### config.mk
export PLATFORM = sky130hd
export DESIGN_NAME = imem_loader_flat
export DESIGN_NICKNAME = d
export VERILOG_FILES = /design/src/rtl/imem_loader_if.sv /design/src/rtl/imem_loader.sv /design/src/flat_wrapper.sv
export SDC_FILE = /design/constraint.sdc
export NUM_CORES = 1
export LEC_CHECK = 0
export BUFFER_PORTS_ARGS = -buffer_cell sky130_fd_sc_hd__buf_2
export CORE_AREA = 2 2 104 106
export CTS_BUF_LIST = sky130_fd_sc_hd__clkbuf_4 sky130_fd_sc_hd__clkbuf_8 sky130_fd_sc_hd__clkbuf_16
export DETAILED_ROUTE_END_ITERATION = 8
export DIE_AREA = 0 0 106 108
export PLACE_DENSITY = 0.61
export SETUP_SLACK_MARGIN = 0.1
export SYNTH_ARGS = -nofsm -noshare
export SYNTH_HDL_FRONTEND = slang
export SYNTH_SLANG_ARGS = --single-unit
### constraint.sdc
create_clock -name clk -period 2.83 [get_ports clk]
set_clock_uncertainty 0.2 [all_clocks]
set_input_delay 0.4245 -clock clk [delete_from_list [all_inputs] [get_ports clk]]
set_output_delay 0.4245 -clock clk [all_outputs]
set_load 0.01 [all_outputs]
### src/rtl/imem_loader_if.sv
// Bus between the program loader and its environment: byte stream in,
// instruction-memory write port and load status out.
interface imem_loader_if #(
  parameter int ADDR_W = 10
);
  // Handshake: a byte transfers on each rising clk edge where byte_valid and
  // byte_ready are both high; the source holds byte_in stable while
  // byte_valid is high and ready is low, and readiness never depends on valid.
  logic              start;
  logic [ADDR_W:0]   word_count;
  logic [7:0]        byte_in;
  logic              byte_valid;
  logic              byte_ready;
  logic              mem_we;
  logic [ADDR_W-1:0] mem_addr;
  logic [31:0]       mem_wdata;
  logic              cpu_stall;
  logic [ADDR_W:0]   words_loaded;
  logic              done;
  logic              err;
  logic [1:0]        fsm_state;

  modport master (
    output start, word_count, byte_in, byte_valid,
    input  byte_ready, mem_we, mem_addr, mem_wdata, cpu_stall,
    input  words_loaded, done, err, fsm_state
  );

  modport slave (
    input  start, word_count, byte_in, byte_valid,
    output byte_ready, mem_we, mem_addr, mem_wdata, cpu_stall,
    output words_loaded, done, err, fsm_state
  );
endinterface

### src/rtl/imem_loader.sv
// Streams a little-endian byte sequence into instruction memory one 32-bit
// word at a time, stalling the CPU until the count is reached or a halt word.
module imem_loader #(
  parameter int         DEPTH       = 1024,
  parameter int         ADDR_W      = 10,
  parameter logic [6:0] HALT_OPCODE = 7'b1111111
) (
  input logic          clk,
  input logic          rst,
  imem_loader_if.slave bus
);

  typedef enum logic [1:0] {
    IDLE  = 2'd0,
    LOAD  = 2'd1,
    WRITE = 2'd2,
    DONE  = 2'd3
  } state_t;

  localparam logic [ADDR_W:0] DEPTH_W = (ADDR_W + 1)'(DEPTH);

  state_t            state;
  state_t            state_nxt;
  logic [1:0]        byte_idx;
  logic [31:0]       wdata;
  logic [ADDR_W-1:0] addr;
  logic [ADDR_W:0]   loaded;
  logic [ADDR_W:0]   count;
  logic              err_q;

  logic count_zero;
  logic count_bad;
  logic byte_fire;
  logic last_word;

  always_comb begin
    count_zero = (bus.word_count == '0);
    count_bad  = (bus.word_count > DEPTH_W);
    byte_fire  = (state == LOAD) && bus.byte_valid;
    // The halt word is still written; it only ends the stream afterwards.
    last_word  = ((loaded + 1'b1) == count) || (wdata[6:0] == HALT_OPCODE);
  end

  always_comb begin
    state_nxt = state;
    case (state)
      IDLE, DONE: begin
        if (bus.start) begin
          if (count_zero || count_bad) state_nxt = DONE;
          else                         state_nxt = LOAD;
        end
      end
      LOAD: begin
        if (byte_fire && (byte_idx == 2'd3)) state_nxt = WRITE;
      end
      WRITE: begin
        if (last_word) state_nxt = DONE;
        else           state_nxt = LOAD;
      end
      default: state_nxt = IDLE;
    endcase
  end

  always_ff @(posedge clk or posedge rst) begin
    if (rst) state <= IDLE;
    else     state <= state_nxt;
  end

  always_ff @(posedge clk or posedge rst) begin
    if (rst) begin
      byte_idx <= '0;
      wdata    <= '0;
      addr     <= '0;
      loaded   <= '0;
      count    <= '0;
      err_q    <= 1'b0;
    end else begin
      case (state)
        IDLE, DONE: begin
          if (bus.start) begin
            byte_idx <= '0;
            addr     <= '0;
            loaded   <= '0;
            count    <= bus.word_count;
            err_q    <= count_bad;
          end
        end
        LOAD: begin
          // byte_idx wraps 3 -> 0, so the next word starts at byte 0.
          if (byte_fire) begin
            wdata[{byte_idx, 3'b000} +: 8] <= bus.byte_in;
            byte_idx                       <= byte_idx + 2'd1;
          end
        end
        WRITE: begin
          loaded <= loaded + 1'b1;
          if (!last_word) addr <= addr + 1'b1;
        end
        default: ;
      endcase
    end
  end

  assign bus.byte_ready   = (state == LOAD);
  assign bus.mem_we       = (state == WRITE);
  assign bus.cpu_stall    = (state == LOAD) || (state == WRITE);
  assign bus.done         = (state == DONE);
  assign bus.err          = err_q;
  assign bus.mem_addr     = addr;
  assign bus.mem_wdata    = wdata;
  assign bus.words_loaded = loaded;
  assign bus.fsm_state    = state;

endmodule

### src/flat_wrapper.sv
// flat-port wrapper written by rule: the top's interface ports become plain ports
module imem_loader_flat 
#(
  parameter int         DEPTH       = 1024,
  parameter int         ADDR_W      = 10,
  parameter logic [6:0] HALT_OPCODE = 7'b1111111
)
  (clk, rst, bus_start, bus_word_count, bus_byte_in, bus_byte_valid, bus_byte_ready, bus_mem_we, bus_mem_addr, bus_mem_wdata, bus_cpu_stall, bus_words_loaded, bus_done, bus_err, bus_fsm_state);
  imem_loader_if #(.ADDR_W(ADDR_W)) bus_i ();
  input logic clk;
  input logic rst;
  input wire logic [$bits(bus_i.start)-1:0] bus_start;
  input wire logic [$bits(bus_i.word_count)-1:0] bus_word_count;
  input wire logic [$bits(bus_i.byte_in)-1:0] bus_byte_in;
  input wire logic [$bits(bus_i.byte_valid)-1:0] bus_byte_valid;
  output wire logic [$bits(bus_i.byte_ready)-1:0] bus_byte_ready;
  output wire logic [$bits(bus_i.mem_we)-1:0] bus_mem_we;
  output wire logic [$bits(bus_i.mem_addr)-1:0] bus_mem_addr;
  output wire logic [$bits(bus_i.mem_wdata)-1:0] bus_mem_wdata;
  output wire logic [$bits(bus_i.cpu_stall)-1:0] bus_cpu_stall;
  output wire logic [$bits(bus_i.words_loaded)-1:0] bus_words_loaded;
  output wire logic [$bits(bus_i.done)-1:0] bus_done;
  output wire logic [$bits(bus_i.err)-1:0] bus_err;
  output wire logic [$bits(bus_i.fsm_state)-1:0] bus_fsm_state;
  assign bus_i.start = bus_start;
  assign bus_i.word_count = bus_word_count;
  assign bus_i.byte_in = bus_byte_in;
  assign bus_i.byte_valid = bus_byte_valid;
  assign bus_byte_ready = bus_i.byte_ready;
  assign bus_mem_we = bus_i.mem_we;
  assign bus_mem_addr = bus_i.mem_addr;
  assign bus_mem_wdata = bus_i.mem_wdata;
  assign bus_cpu_stall = bus_i.cpu_stall;
  assign bus_words_loaded = bus_i.words_loaded;
  assign bus_done = bus_i.done;
  assign bus_err = bus_i.err;
  assign bus_fsm_state = bus_i.fsm_state;
  imem_loader #(.DEPTH(DEPTH), .ADDR_W(ADDR_W), .HALT_OPCODE(HALT_OPCODE)) u_core (.clk(clk), .rst(rst), .bus(bus_i));
endmodule
==> metrics.md, run 1 <==
| Metric | Value |
|---|---|
| Initial DRT Pass Iterations | `4` |
| Fill cell count | `1004` |
| Die Width | `106 um` |
| Ys async rst share | `100%` |
| N_diodes | `0` |
| Root Driver | `clkbuf_8` |
| Routed via count | `3160` |
| Final period utilization | `96.0%` |
| Cell-by-cell trace of the critical path | `ha_1 > nand3_4 > or4_1 > nand4b_1 > nor4_2 > and2_1 > buf_4 > or4_1 > a21oi_1` |
| Share of the synthesized area in the top cell type | `48.4%` |
| Top post-synthesis cells by area | `dfrtp_1, a22o_1, ha_1` |
| Worst VDD drop | `0.324 mV` |
| Register bit total from synthesis | `69` |
| R2R Setup Slk | `110 ps` |
| Avg Cell Area, Syn | `10.3 um^2` |
| Final setup violation count | `0` |
| P per Cell Area | `882 nW/um^2` |
| R2R cell count | `9` |
| Die Y | `108 um` |
| Share of layout cells above drive strength 1 | `30.7%` |
| Synthesized instance count | `347` |
| # IOs | `83` |
| Post-route ant nets | `0` |
| Number of flops mapped to enable cells by yosys | `0` |
| Fmax | `0.368 GHz` |
| Antenna violations before repair | `1` |
| Register area | `1730 um^2` |
| Delay-heaviest family, CP | `simple AND/OR/NAND/NOR gates` |
| Routed wire length | `9.72 mm` |
| TritonCTS clock tree | `built` |
| Vias per inst | `5.40` |
| Worst-Margin Slew | `728 ps` |
| CP max-delay cell | `or4_1` |
| Post-CTS Setup Repair Bufs | `0` |
| CTS clk-pin slew, worst paths | `80 ps` |
| Row count | `37` |
| Multi-input gate area | `1680 um^2` |
| Slew Viols, Final | `0` |
| Crit path depth | `9` |
| CP peak stage delay | `530 ps` |
| RR Startpoint | `u_core.bus.words_loaded[1]` |
| Crit path DAT | `2800 ps` |
| Core Region | `10200 um^2` |
| Wire per inst | `16.6 um` |
| Worst setup path start | `u_core.bus.words_loaded[1]` |
| Total Power Consumption | `3920 uW` |
| CTS H-tree depth | `3` |
| Final Net Count | `478` |
| Clk Latency, worst-skew pair | `360 ps` |
| Netlist cell types | `51` |
| Status | `finished clean` |
| Worst Path Class, Setup | `reg2reg` |
| Final Hold Fails | `0` |
| Port Buf Inserts | `82` |
| RSZ-0062 raised after global routing | `yes` |
| Final HPWL DP | `7.20 mm` |
| Ys flop type | `dfrtp_1` |
| Count leader, synth | `dfrtp_1` |
| Syn. warnings | `0` |
| P_leak | `0.00214 uW` |
| Max cap viols | `0` |
| Starting Density | `34.8%` |
| Clock Sinks | `69` |
| Remaining Overflow, GRT | `0` |
| Area delta synth->final | `24.7%` |
| Worst EP required | `2910 ps` |
| Buf+Inv Stages, Crit Path | `1` |
| Vias in the first global route | `3003` |
| Reg2Reg Capture Point | `u_core.bus.mem_addr[9]` |
| Hold Crit Class | `in2reg` |
| Global-route wire length before repair | `15.7 mm` |
| Cts bufs inserted | `9` |
| Finished Core Util | `43.5%` |
| Crit path top cell by count | `or4_1` |
| Top cell type by total area after synthesis | `dfrtp_1` |
| Drt first-iter violations | `146` |
| Placer Congestion | `0.864` |
| End of the critical path | `u_core.bus.mem_addr[9]` |
| Largest net degree at the start of global routing | `35` |
| Tot GR Track Use | `17.5%` |
| Tmin final | `2720 ps` |
| Syn nets | `381` |
| CTS Buffer Depth | `2` |
| Cell Count, Final, Fillers Out | `585` |
| CP max FO | `17` |
| Placed cells | `568` |
| Commonest cells post-synth | `dfrtp_1, a22o_1, nand2_1` |
| DRC viols | `0` |
| Crit start category | `flip-flop` |
| Seq/Total Area, Yosys | `48.4%` |
| Die area | `11400 um^2` |
| Worst Setup End Kind | `flip-flop` |
| Pre-CTS WS | `98.0 ps` |
| Headroom to the max-slew limit | `50.8%` |
| Final WS setup | `113 ps` |
| Syn Std Cell Area | `3560 um^2` |
## repair_timing
action                     in CTS  in global routing
setup endpoints to repair       1                  7
cloned                          0                  0
hold buffers                    1                  0
resized for setup               1                  0
pin swaps                       0                  1
hold endpoints to repair       32                  0
## per-stage QoR
stage	hold slack, ps	instance area [um^2]	TNS, ps
3_3_place_gp	270	4200	0
2_1_floorplan	299	3560	0
5_1_grt	109	4450	-33.5
4_1_cts	109	4450	0
6_report	118	4450	0
3_5_place_dp	286	4200	0
## flip-flops by register name, summed over array words and instances, names as in the netlist
| signal | cells |
|---|---|
| u_core.bus.words_loaded | 11 |
| u_core.bus.fsm_state | 2 |
| u_core.bus.err | 1 |
| u_core.bus.mem_wdata | 32 |
| u_core.count | 11 |
| u_core.byte_idx | 2 |
| u_core.bus.mem_addr | 10 |
## routing by layer
metal  track usage (%)  vias to the layer above  share of wire [%]
met3              3.80                       12                5.3
met5                 0                        -               0.11
met1              23.2                     1574                 45
li1                  -                     1500                  -
met2              28.8                       72                 48
met4              5.36                        2                1.1
## worst min-delay path by stage
stage                        startpoint                  endpoint  slack [ps]  cells past startpoint
6_report              bus_word_count[1]           u_core.count[1]         120                      2
2_1_floorplan           u_core.count[4]           u_core.count[4]         300                      1
5_1_grt               bus_word_count[1]           u_core.count[1]         110                      2
3_5_place_dp   u_core.bus.mem_wdata[16]  u_core.bus.mem_wdata[16]         290                      1
4_1_cts               bus_word_count[1]           u_core.count[1]         110                      2
3_3_place_gp             u_core.bus.err            u_core.bus.err         270                      2
## area by class of cell
class                      instances  share of cell area, %
clock buffer                      10                   2.96
clock inverter                     6                   2.14
inverter                          10                  0.844
multi-input combinational        247                   37.9
sequential                        69                   38.8
tap                              136                   3.83
timing repair buffer             107                   13.5
## report_power, final
group / internal [uW] / switching (uW) / total (uW)
sequential: 1210 / 195 / 1410
clock: 514 / 418 / 932
combinational: 684 / 899 / 1580
## cell families (layout without fill, tap and decap cells)
kind of cell,after synthesis,in the layout,synth area share (%)
and+or+nand+nor,107,107,16.1
xor gates and xnor gates,14,14,3.44
muxes,12,12,3.76
adders and majority gates,11,11,3.86
DFF,69,69,48.4
buffers and inverters,31,133,4.49
AOI/OAI and AO/OA,103,103,19.9
## worst register-to-register path, delay by kind of cell (launching register included)
family                     cells  cell delay [ps]
AOI/OAI and AO/OA              1              160
adders and majority gates      1              220
buffers and inverters          1              180
DFF                            1              360
and+or+nand+nor                6             1540
## layout by cell type (no fill, tap or decap), drive strengths merged, types with 10 or more instances in the layout
master  instances
mux2           11
inv            11
nor2           10
xnor2          10
ha             11
dfrtp          69
o21ai          24
a22o           34
nand2          25
buf           106
a21oi          24
nand3          19
nor3           15
clkbuf         10
(Power assumes the default switching activity.)
==> inputs of run 2 (changes only) <==
--- a/config.mk
+++ b/config.mk
@@ -6,11 +6,11 @@
 export NUM_CORES = 1
 export LEC_CHECK = 0
 export BUFFER_PORTS_ARGS = -buffer_cell sky130_fd_sc_hd__buf_2
-export CORE_AREA = 2 2 104 106
+export CORE_AREA = 2 2 85 87
 export CTS_BUF_LIST = sky130_fd_sc_hd__clkbuf_4 sky130_fd_sc_hd__clkbuf_8 sky130_fd_sc_hd__clkbuf_16
 export DETAILED_ROUTE_END_ITERATION = 8
-export DIE_AREA = 0 0 106 108
-export PLACE_DENSITY = 0.61
+export DIE_AREA = 0 0 87 89
+export PLACE_DENSITY = 0.84
 export SETUP_SLACK_MARGIN = 0.1
 export SYNTH_ARGS = -nofsm -noshare
 export SYNTH_HDL_FRONTEND = slang
==> run 2 against run 1 <==
The flow now finishes with violations (negative hold slack). Global-route usage rose by 7.2 points. Wire length fell by 4.4%. Non-clock buffer count rose by 2. Sequential share of layout area rose by 0.28 points. Critical path depth did not move. Register-to-register slack improved by 80 ps. Die area fell by 32%. Utilization rose by 22 points. Power fell by 3.5%. Combinational power barely moved. Flip-flop and latch count did not move. Final cell count fell by 9.2%. Critical path type unchanged. Critical endpoint is now u_core.bus.mem_addr[8]. Largest cell class unchanged. Largest power group unchanged.
==> metrics.md, run 2 (same netlist as run 1, synthesis figures left out) <==
| Metric | Value |
|---|---|
| Status | `complete, but fails checks (was finished clean)` |
| Failing checks | `negative hold slack` |
| Reg2Reg Capture Point | `u_core.bus.mem_addr[8] (was u_core.bus.mem_addr[9])` |
| Hold Crit Class | `in2async (was in2reg)` |
| Area delta synth->final | `24.0% (was 24.7%)` |
| Logic pwr share | `42.4% (was 40.4%)` |
| Die area | `7740 um^2 (was 11400 um^2)` |
| Port Buf Inserts | `82 (unchanged)` |
| Post-route ant nets | `0 (unchanged)` |
| CTS H-tree depth | `3 (unchanged)` |
| R2R Setup Slk | `190 ps (was 110 ps)` |
| CP max FO | `17 (unchanged)` |
| TritonCTS clock tree | `built (unchanged)` |
| Clock power share | `20.2% (was 23.8%)` |
| CTS clk-pin slew, worst paths | `80 ps (about the same)` |
| Placer Congestion | `0.856 (was 0.864)` |
| Final setup TNS | `0 ps (unchanged)` |
| Met3 usage | `5.72% (was 3.80%)` |
| Largest net degree at the start of global routing | `35 (unchanged)` |
| Global-route met2 utilization | `40.8% (was 28.8%)` |
| Vias per inst | `5.95 (was 5.40)` |
| Worst Path Class, Setup | `reg2reg (unchanged)` |
| Tot GR Track Use | `24.6% (was 17.5%)` |
| Routed wire length | `9.30 mm (was 9.72 mm)` |
| Worst Setup End Kind | `flip-flop (unchanged)` |
| N_diodes | `0 (unchanged)` |
| Final setup violation count | `0 (unchanged)` |
| Routed via count | `3158 (was 3160)` |
| Fin Hold WS | `-3.12 ps (was 118 ps)` |
| P_sw | `1500 uW (was 1510 uW)` |
| Pint | `2280 uW (was 2410 uW)` |
| Root Driver | `clkbuf_8 (unchanged)` |
| DRC viols | `0 (unchanged)` |
| Die Width | `87 um (was 106 um)` |
| End of the critical path | `u_core.bus.mem_addr[8] (was u_core.bus.mem_addr[9])` |
| Tmin final | `2640 ps (was 2720 ps)` |
| GRT Max-Usage Layer | `met2 (unchanged)` |
| Vias in the first global route | `2981 (was 3003)` |
| Headroom to the max-slew limit | `49.3% (was 50.8%)` |
| P_leak | `0.00215 uW (was 0.00214 uW)` |
| Die Y | `89 um (was 108 um)` |
| Global-route wire length before repair | `14.7 mm (was 15.7 mm)` |
| Starting Density | `53.1% (was 34.8%)` |
| Crit path DAT | `2680 ps (was 2800 ps)` |
| RSZ-0062 raised after global routing | `yes (unchanged)` |
| Drt first-iter violations | `165 (was 146)` |
| Worst EP required | `2870 ps (was 2910 ps)` |
| Fill cell count | `575 (was 1004)` |
| Hold buffers post-CTS | `0 (was 1)` |
| Core Region | `6720 um^2 (was 10200 um^2)` |
| Final Hold Fails | `3 (was 0)` |
| CTS Buffer Depth | `2 (unchanged)` |
| Max FFs per register | `32 (unchanged)` |
| Clock Sinks | `69 (unchanged)` |
| P per Cell Area | `855 nW/um^2 (was 882 nW/um^2)` |
| Placed cells | `511 (was 568)` |
| Clk Latency, worst-skew pair | `350 ps (was 360 ps)` |
| # IOs | `83 (unchanged)` |
| Most frequent cells in the layout | `buf_2, dfrtp_1, a22o_1 (unchanged)` |
| Sw frac | `39.6% (was 38.6%)` |
| Share of total power in sequential cells | `37.4% (was 35.9%)` |
| Most common cell after layout, fill and taps aside | `buf_2 (unchanged)` |
| Row count | `30 (was 37)` |
| R2R cell count | `9 (unchanged)` |
| Max cap viols | `0 (unchanged)` |
| Slew Viols, Final | `0 (unchanged)` |
| Dpl cell area | `4150 um^2 (was 4200 um^2)` |
| Final HPWL DP | `6.58 mm (was 7.20 mm)` |
| Cell area after layout | `4420 um^2 (was 4450 um^2)` |
| Fmax | `0.379 GHz (was 0.368 GHz)` |
| Wire per inst | `17.5 um (was 16.6 um)` |
| Final period utilization | `93.3% (was 96.0%)` |
| Worst VDD drop | `0.434 mV (was 0.324 mV)` |
| Worst setup path start | `u_core.bus.words_loaded[1] (unchanged)` |
| RR Startpoint | `u_core.bus.words_loaded[1] (unchanged)` |
| Final Net Count | `480 (was 478)` |
| Remaining Overflow, GRT | `0 (unchanged)` |
| Antenna violations before repair | `0 (was 1)` |
| Cts bufs inserted | `9 (unchanged)` |
| Met1 usage in global routing | `32.0% (was 23.2%)` |
| Share of layout cells above drive strength 1 | `33.3% (was 30.7%)` |
| Crit start category | `flip-flop (unchanged)` |
| Cell Count, Final, Fillers Out | `531 (was 585)` |
| Worst-Margin Slew | `759 ps (was 728 ps)` |
| Initial DRT Pass Iterations | `4 (unchanged)` |
## run 2: worst max-delay path, stage by stage (launching register included)
cell and delay (ps):
dfrtp_1 400, ha_4 170, nand3_4 90, or3_1 400, a221o_1 370, nor4_4 370, and2_4 210, buf_12 130
o311ai_0 130, o41ai_1 80
## run 2: worst min-delay path by stage
stage | depth (start not counted) | start | to
after floorplan | 1 | u_core.count[4] | u_core.count[4]
after global placement | 2 | u_core.bus.err | u_core.bus.err
after detailed placement | 2 | u_core.bus.err | u_core.bus.err
after CTS | 2 | rst | u_core.bus.mem_addr[9]
after global routing | 2 | rst | u_core.bus.mem_addr[5]
final | 2 | rst | u_core.bus.mem_addr[5]
## run 2: what timing repair did
action | in CTS | in global routing
pin swaps | 0 | 4
gates resized for setup | 1 | 11
setup endpoints to repair | 4 | 11
setup buffers | 0 | 4
cloned | 0 | 0
## run 2: final cells by class
| type | count | area [um^2] | area share (%) |
|---|---|---|---|
| Clock inverter | 4 | 30.0 | 0.679 |
| Sequential cell | 69 | 1730 | 39.1 |
| Inverter | 10 | 37.5 | 0.849 |
| Timing Repair Buffer | 109 | 638 | 14.4 |
| Multi-Input combinational cell | 247 | 1730 | 39.1 |
| Clock buffer | 12 | 159 | 3.59 |
| Tap cell | 80 | 100 | 2.26 |
## run 2: routing by layer
metal  up-vias  routed length, um  part of all wire (%)
met2       112               4510                    49
met5         -                  0                     0
met1      1540               4070                    44
met3        15                574                   6.2
li1       1491                  -                     -
met4         0                143                   1.5
## run 2: per-stage QoR
| stage | util (%) | worst slack [ps] | hold slack, ps | power, uW |
|---|---|---|---|---|
| after CTS | 64.7 | 169 | 22.1 | 3740 |
| after detailed placement | 61.8 | 94.9 | 270 | 2960 |
| after floorplan | - | 172 | 299 | 2400 |
| after global routing | 65.8 | 59.5 | 40.4 | 4020 |
| after global placement | 61.8 | 151 | 262 | 2890 |
| final | 65.8 | 191 | -3.12 | 3780 |
## run 2: power by group through the flow
stage	clock (uW)	sequential, uW	combinational, uW
floorplan	0	1440	966
global placement	0	1400	1490
detailed placement	0	1420	1540
CTS	777	1400	1560
global route	819	1440	1760
finish	763	1410	1600
